File: src/rtl/led_pwm_driver.sv
// rtl/led_pwm_driver.sv - per-channel 8-bit PWM stage driving active-low board LEDs
// Optional LED_PWM_FADE_EN: active duty ramps one step per period toward the shadow value.
module led_pwm_driver #(
  parameter int CLOCK_XTAL = 27000000,
  parameter int LED_NUM    = 6,
  parameter int PWM_FREQ   = 1000,
  parameter int PRESCALE   = ((CLOCK_XTAL / (PWM_FREQ * 256)) > 0) ?
                             (CLOCK_XTAL / (PWM_FREQ * 256)) : 1
) (
  input  logic               clk,
  input  logic               rst_n,
  input  logic [LED_NUM-1:0] led_mask,
  input  logic               wr_en,
  input  logic [2:0]         wr_addr,
  input  logic [7:0]         wr_data,
  output logic               period_start,
  output logic [LED_NUM-1:0] leds
);
  localparam int PS_W = (PRESCALE > 1) ? $clog2(PRESCALE) : 1;
  localparam logic [PS_W-1:0] PS_LAST = PS_W'(PRESCALE - 1);

  logic [PS_W-1:0]    presc_q, presc_d;
  logic [7:0]         cnt_q, cnt_d;
  logic               tick, boundary;
  logic               period_start_q;
  logic [LED_NUM-1:0] leds_q, leds_d;
  logic [7:0]         shadow_q [LED_NUM];
  logic [7:0]         shadow_d [LED_NUM];
  logic [7:0]         active_q [LED_NUM];
  logic [7:0]         active_d [LED_NUM];

  assign tick     = (presc_q == PS_LAST);
  assign boundary = tick && (cnt_q == 8'hFF);
  assign presc_d  = tick ? '0 : presc_q + PS_W'(1);
  assign cnt_d    = tick ? cnt_q + 8'd1 : cnt_q;

  // Active duty only moves on the boundary and reads the pre-edge shadow,
  // so a write landing on the boundary cycle waits one more period.
  always_comb begin
    shadow_d = shadow_q;
    active_d = active_q;
    leds_d   = '1;
    for (int i = 0; i < LED_NUM; i++) begin
      if (wr_en && (wr_addr == 3'(i))) begin
        shadow_d[i] = wr_data;
      end
      if (boundary) begin
`ifdef LED_PWM_FADE_EN
        if (active_q[i] < shadow_q[i]) begin
          active_d[i] = active_q[i] + 8'd1;
        end else if (active_q[i] > shadow_q[i]) begin
          active_d[i] = active_q[i] - 8'd1;
        end
`else
        active_d[i] = shadow_q[i];
`endif
      end
      leds_d[i] = ~(led_mask[i] & ((active_q[i] == 8'hFF) | (cnt_q < active_q[i])));
    end
  end

  always_ff @(posedge clk or negedge rst_n) begin
    if (!rst_n) begin
      presc_q        <= '0;
      cnt_q          <= '0;
      period_start_q <= 1'b0;
      leds_q         <= '1;
      for (int i = 0; i < LED_NUM; i++) begin
        shadow_q[i] <= '0;
        active_q[i] <= '0;
      end
    end else begin
      presc_q        <= presc_d;
      cnt_q          <= cnt_d;
      period_start_q <= boundary;
      leds_q         <= leds_d;
      shadow_q       <= shadow_d;
      active_q       <= active_d;
    end
  end

  assign period_start = period_start_q;
  assign leds         = leds_q;

endmodule

File: config.mk
export PLATFORM = sky130hd
export DESIGN_NAME = led_pwm_driver
export DESIGN_NICKNAME = d
export VERILOG_FILES = /design/src/rtl/led_pwm_driver.sv
export SDC_FILE = /design/constraint.sdc
export NUM_CORES = 1
export LEC_CHECK = 0
export CORE_AREA = 2 2 117 119
export CTS_CLUSTER_SIZE = 30
export DETAILED_ROUTE_END_ITERATION = 7
export DIE_AREA = 0 0 119 121
export GPL_ROUTABILITY_DRIVEN = 0
export GPL_TIMING_DRIVEN = 0
export SLEW_MARGIN = 20
export SYNTH_ARGS = -nofsm -noshare
export SYNTH_HDL_FRONTEND = slang
export SYNTH_SLANG_ARGS = --single-unit
File: constraint.sdc
create_clock -name clk -period 5.95 [get_ports clk]
set_clock_uncertainty 0.15 [all_clocks]
set_input_delay 1.19 -clock clk [delete_from_list [all_inputs] [get_ports clk]]
set_output_delay 1.19 -clock clk [all_outputs]
set_load 0.05 [all_outputs]
==> flow_summary.json <==
{
  "wl_per_cell_um": 17.3,
  "hp-start": "presc_q[4]$_DFF_PN0_",
  "grt_max_degree": 61,
  "grt_pass1_vias": 3782,
  "fin_crit_ns": 3.06,
  "finalMaxSlewViolations": 0,
  "irDropWorstVdd_uv": 205,
  "mostFrequentLayoutCell": "dfrtp_1",
  "vias": 3570,
  "dieWidth_um": 119,
  "avgSynthCellArea_um2": 12.9,
  "max-slew-margin-rel": 0.282,
  "synthSimpleGateAreaFrac": 0.0896,
  "crit_family": "buffers and inverters",
  "crit_start": "leds[5]$_DFF_PN1_",
  "slowest_delay_ns": 0.79,
  "fin_nets": 555,
  "io-pin-count": 27,
  "cp_max_fo": 1,
  "dr.pass1.iters": 4,
  "critPathArrivalTime_ns": 1.72,
  "synthFlopType": "dfrtp_1",
  "period_share": 0.515,
  "hpwl_um": 8070,
  "fillers": 1124,
  "synthCells": 446,
  "yosysTopAreaCell": "dfrtp_1",
  "dieArea_um2": 14400,
  "synth_edf_count": 0,
  "cts_made_buffers": 17,
  "cts.clk_slew.worst_paths_ns": 0.05,
  "crit_path_start_kind": "flip-flop",
  "synth_mux_area_frac": 0.203,
  "grt_pass1_wl_um": 19600,
  "rsz0062_at_grt": "no",
  "drv_cap": 0,
  "synth_seq_area_share": 0.514,
  "row_count": 42,
  "clock.fmax_mhz": 326,
  "synthesis.area_um2": 5750,
  "layout.cells.non_filler": 679,
  "p_per_area_nw_per_um2": 296,
  "htree_levels": 4,
  "gr-total-overflow": 0,
  "port_buffers": 24,
  "detail_route.vias_per_cell": 5.26,
  "cts_root_buf": "clkbuf_16",
  "seqCellArea_um2": 2960,
  "drive_gt1_frac": 0.282,
  "drc": 0,
  "synth-xor-area-share": 0.0167,
  "dp_cells": 647,
  "min_path_type": "reg2reg",
  "clk_latency_ns": 0.41,
  "die_h_um": 121,
  "wl_um": 11800,
  "required_ns": 4.61,
  "postCtsHoldBufs": 0,
  "worstPathBufferInverterCount": 1,
  "hold_viol": 0,
  "async_flop_share": 1.00,
  "layout_common_cells": "dfrtp_1 (112), mux2_2 (77), inv_1 (45), ha_1 (45), clkdlybuf4s50_1 (23)",
  "path_cells": "clkdlybuf4s50_1",
  "tightest_slew_ns": 1.07,
  "synth_area_leaders": "dfrtp_1 (49%), mux2_2 (15%), ha_1 (9.8%)",
  "multi_input_comb_area_um2": 2560,
  "synthDominantCellAreaShare": 0.487,
  "cts_tree": "yes",
  "ys_warn_count": 0,
  "cts_num_sinks": 118,
  "antenna_found_initial": 0,
  "first_iter_violations": 187,
  "postCtsSetupBuffers": 0,
  "cts_resized": 0,
  "synth_compound_area_frac": 0.0376,
  "finalPower_mw": 2.02,
  "p_leak_nw": 3.18,
  "ctsLongestPathBuffers": 2,
  "syn2layout_area_growth_pct": 18.6,
  "critPathKind": "reg2out",
  "synth_adder_area_share": 0.0978,
  "synth_fp_nets": 511,
  "final_antenna_net_count": 0,
  "r2r-start": "cnt_q[1]$_DFFE_PN0N_",
  "cp-end-kind": "output port",
  "status": "finished clean",
  "synth_cell_type_count": 34,
  "ys_seq_elements": 118,
  "track_usage": 0.181,
  "setup_viol": 0,
  "diodes": 0,
  "cp_slowest_cell": "clkdlybuf4s50_1",
  "core_um2": 13100,
  "start_util": 0.440,
  "synth_top_family_by_area": "multiplexers"
}
-- routing by layer --
metal / up-vias / share of wire / global-route usage
met2: 48 / 0.50 / 0.311
met4: 0 / 0.023 / 0.0685
met3: 17 / 0.028 / 0.0489
met1: 1805 / 0.45 / 0.219
li1: 1700 / - / -
met5: - / 0 / 0
-- power by group --
part / leakage, nW / switching [mW] / internal (mW) / total (mW)
Clock: 0.272 / 0.344 / 0.647 / 0.991
Combinational: 1.39 / 0.0471 / 0.0699 / 0.117
Sequential: 1.52 / 0.0341 / 0.876 / 0.910
-- worst register-to-register path: stages, from the launching register on --
cell and delay, ns:
dfrtp_1 0.69, ha_1 0.29, nand4_2 0.14, or3_4 0.44
buf_6 0.17, buf_6 0.18, mux2_4 0.30
-- layout make-up --
cell class                      instances  share of cell area
Buffer                                 11             0.00972
Clock buffer                           24              0.0706
Clock inverter                          8              0.0147
Inverter                               45              0.0247
Multi-Input combinational cell        272               0.375
Sequential cell                       118               0.434
Tap cell                              176              0.0323
Timing Repair Buffer                   25              0.0394
-- stage by stage --
stage / instance area (um^2) / setup slack [ns] / utilization / hold slack [ns] / setup TNS (ns)
after global placement: 6210 / -0.987 / 0.475 / 0.322 / -109.58
after global routing: 6830 / 2.85 / 0.522 / 0.363 / 0
after floorplan: 5750 / 3.31 / - / 0.302 / 0
after detailed placement: 6240 / 2.70 / 0.477 / 0.336 / 0
final: 6830 / 2.89 / 0.522 / 0.347 / 0
after CTS: 6830 / 2.87 / 0.522 / 0.348 / 0
-- cells in the mapped netlist, types with 2 or more instances --
| cell type | count |
|---|---|
| nand2b_1 | 6 |
| and3_1 | 3 |
| a211o_1 | 6 |
| dfrtp_1 | 112 |
| xnor2_1 | 7 |
| nand4_1 | 16 |
| mux2_2 | 77 |
| buf_6 | 3 |
| dfstp_2 | 6 |
| o21ai_0 | 7 |
| mux2_4 | 20 |
| nand3_1 | 15 |
| nor4bb_1 | 2 |
| xor2_1 | 4 |
| ha_1 | 45 |
| a211oi_1 | 12 |
| buf_2 | 2 |
| nand2_1 | 4 |
| nor3b_1 | 6 |
| nor4_1 | 6 |
| inv_1 | 45 |
| nor2_1 | 20 |
| clkbuf_1 | 6 |
| a21oi_1 | 6 |
-- final timing paths --
kind	depth (start not counted)	slack [ns]	end
setup / recovery	1	2.89	leds[5]
hold / removal	1	0.35	presc_q[4]$_DFF_PN0_
setup reg to reg	6	3.47	active_q[46]$_DFFE_PN0P_
hold reg to reg	1	0.35	presc_q[4]$_DFF_PN0_
max in group asynchronous	2	4.33	leds[5]$_DFF_PN1_
min in group asynchronous	1	0.59	presc_q[3]$_DFF_PN0_
-- state kept, by name (all words and copies together), names as in the netlist --
name	count
presc_q	7
active_q	48
period_start	1
leds	6
cnt_q	8
shadow_q	48
-- cell families (layout without fill, tap and decap cells) --
| logic type | count (synthesis) | after routing |
|---|---|---|
| flops | 118 | 118 |
| mux | 97 | 97 |
| simple gates | 87 | 87 |
| buf+inv | 56 | 113 |
| fa+ha+maj | 45 | 45 |
| compound gates | 32 | 32 |
| xor+xnor | 11 | 11 |
No activity file was read; power rests on OpenSTA's default activity.
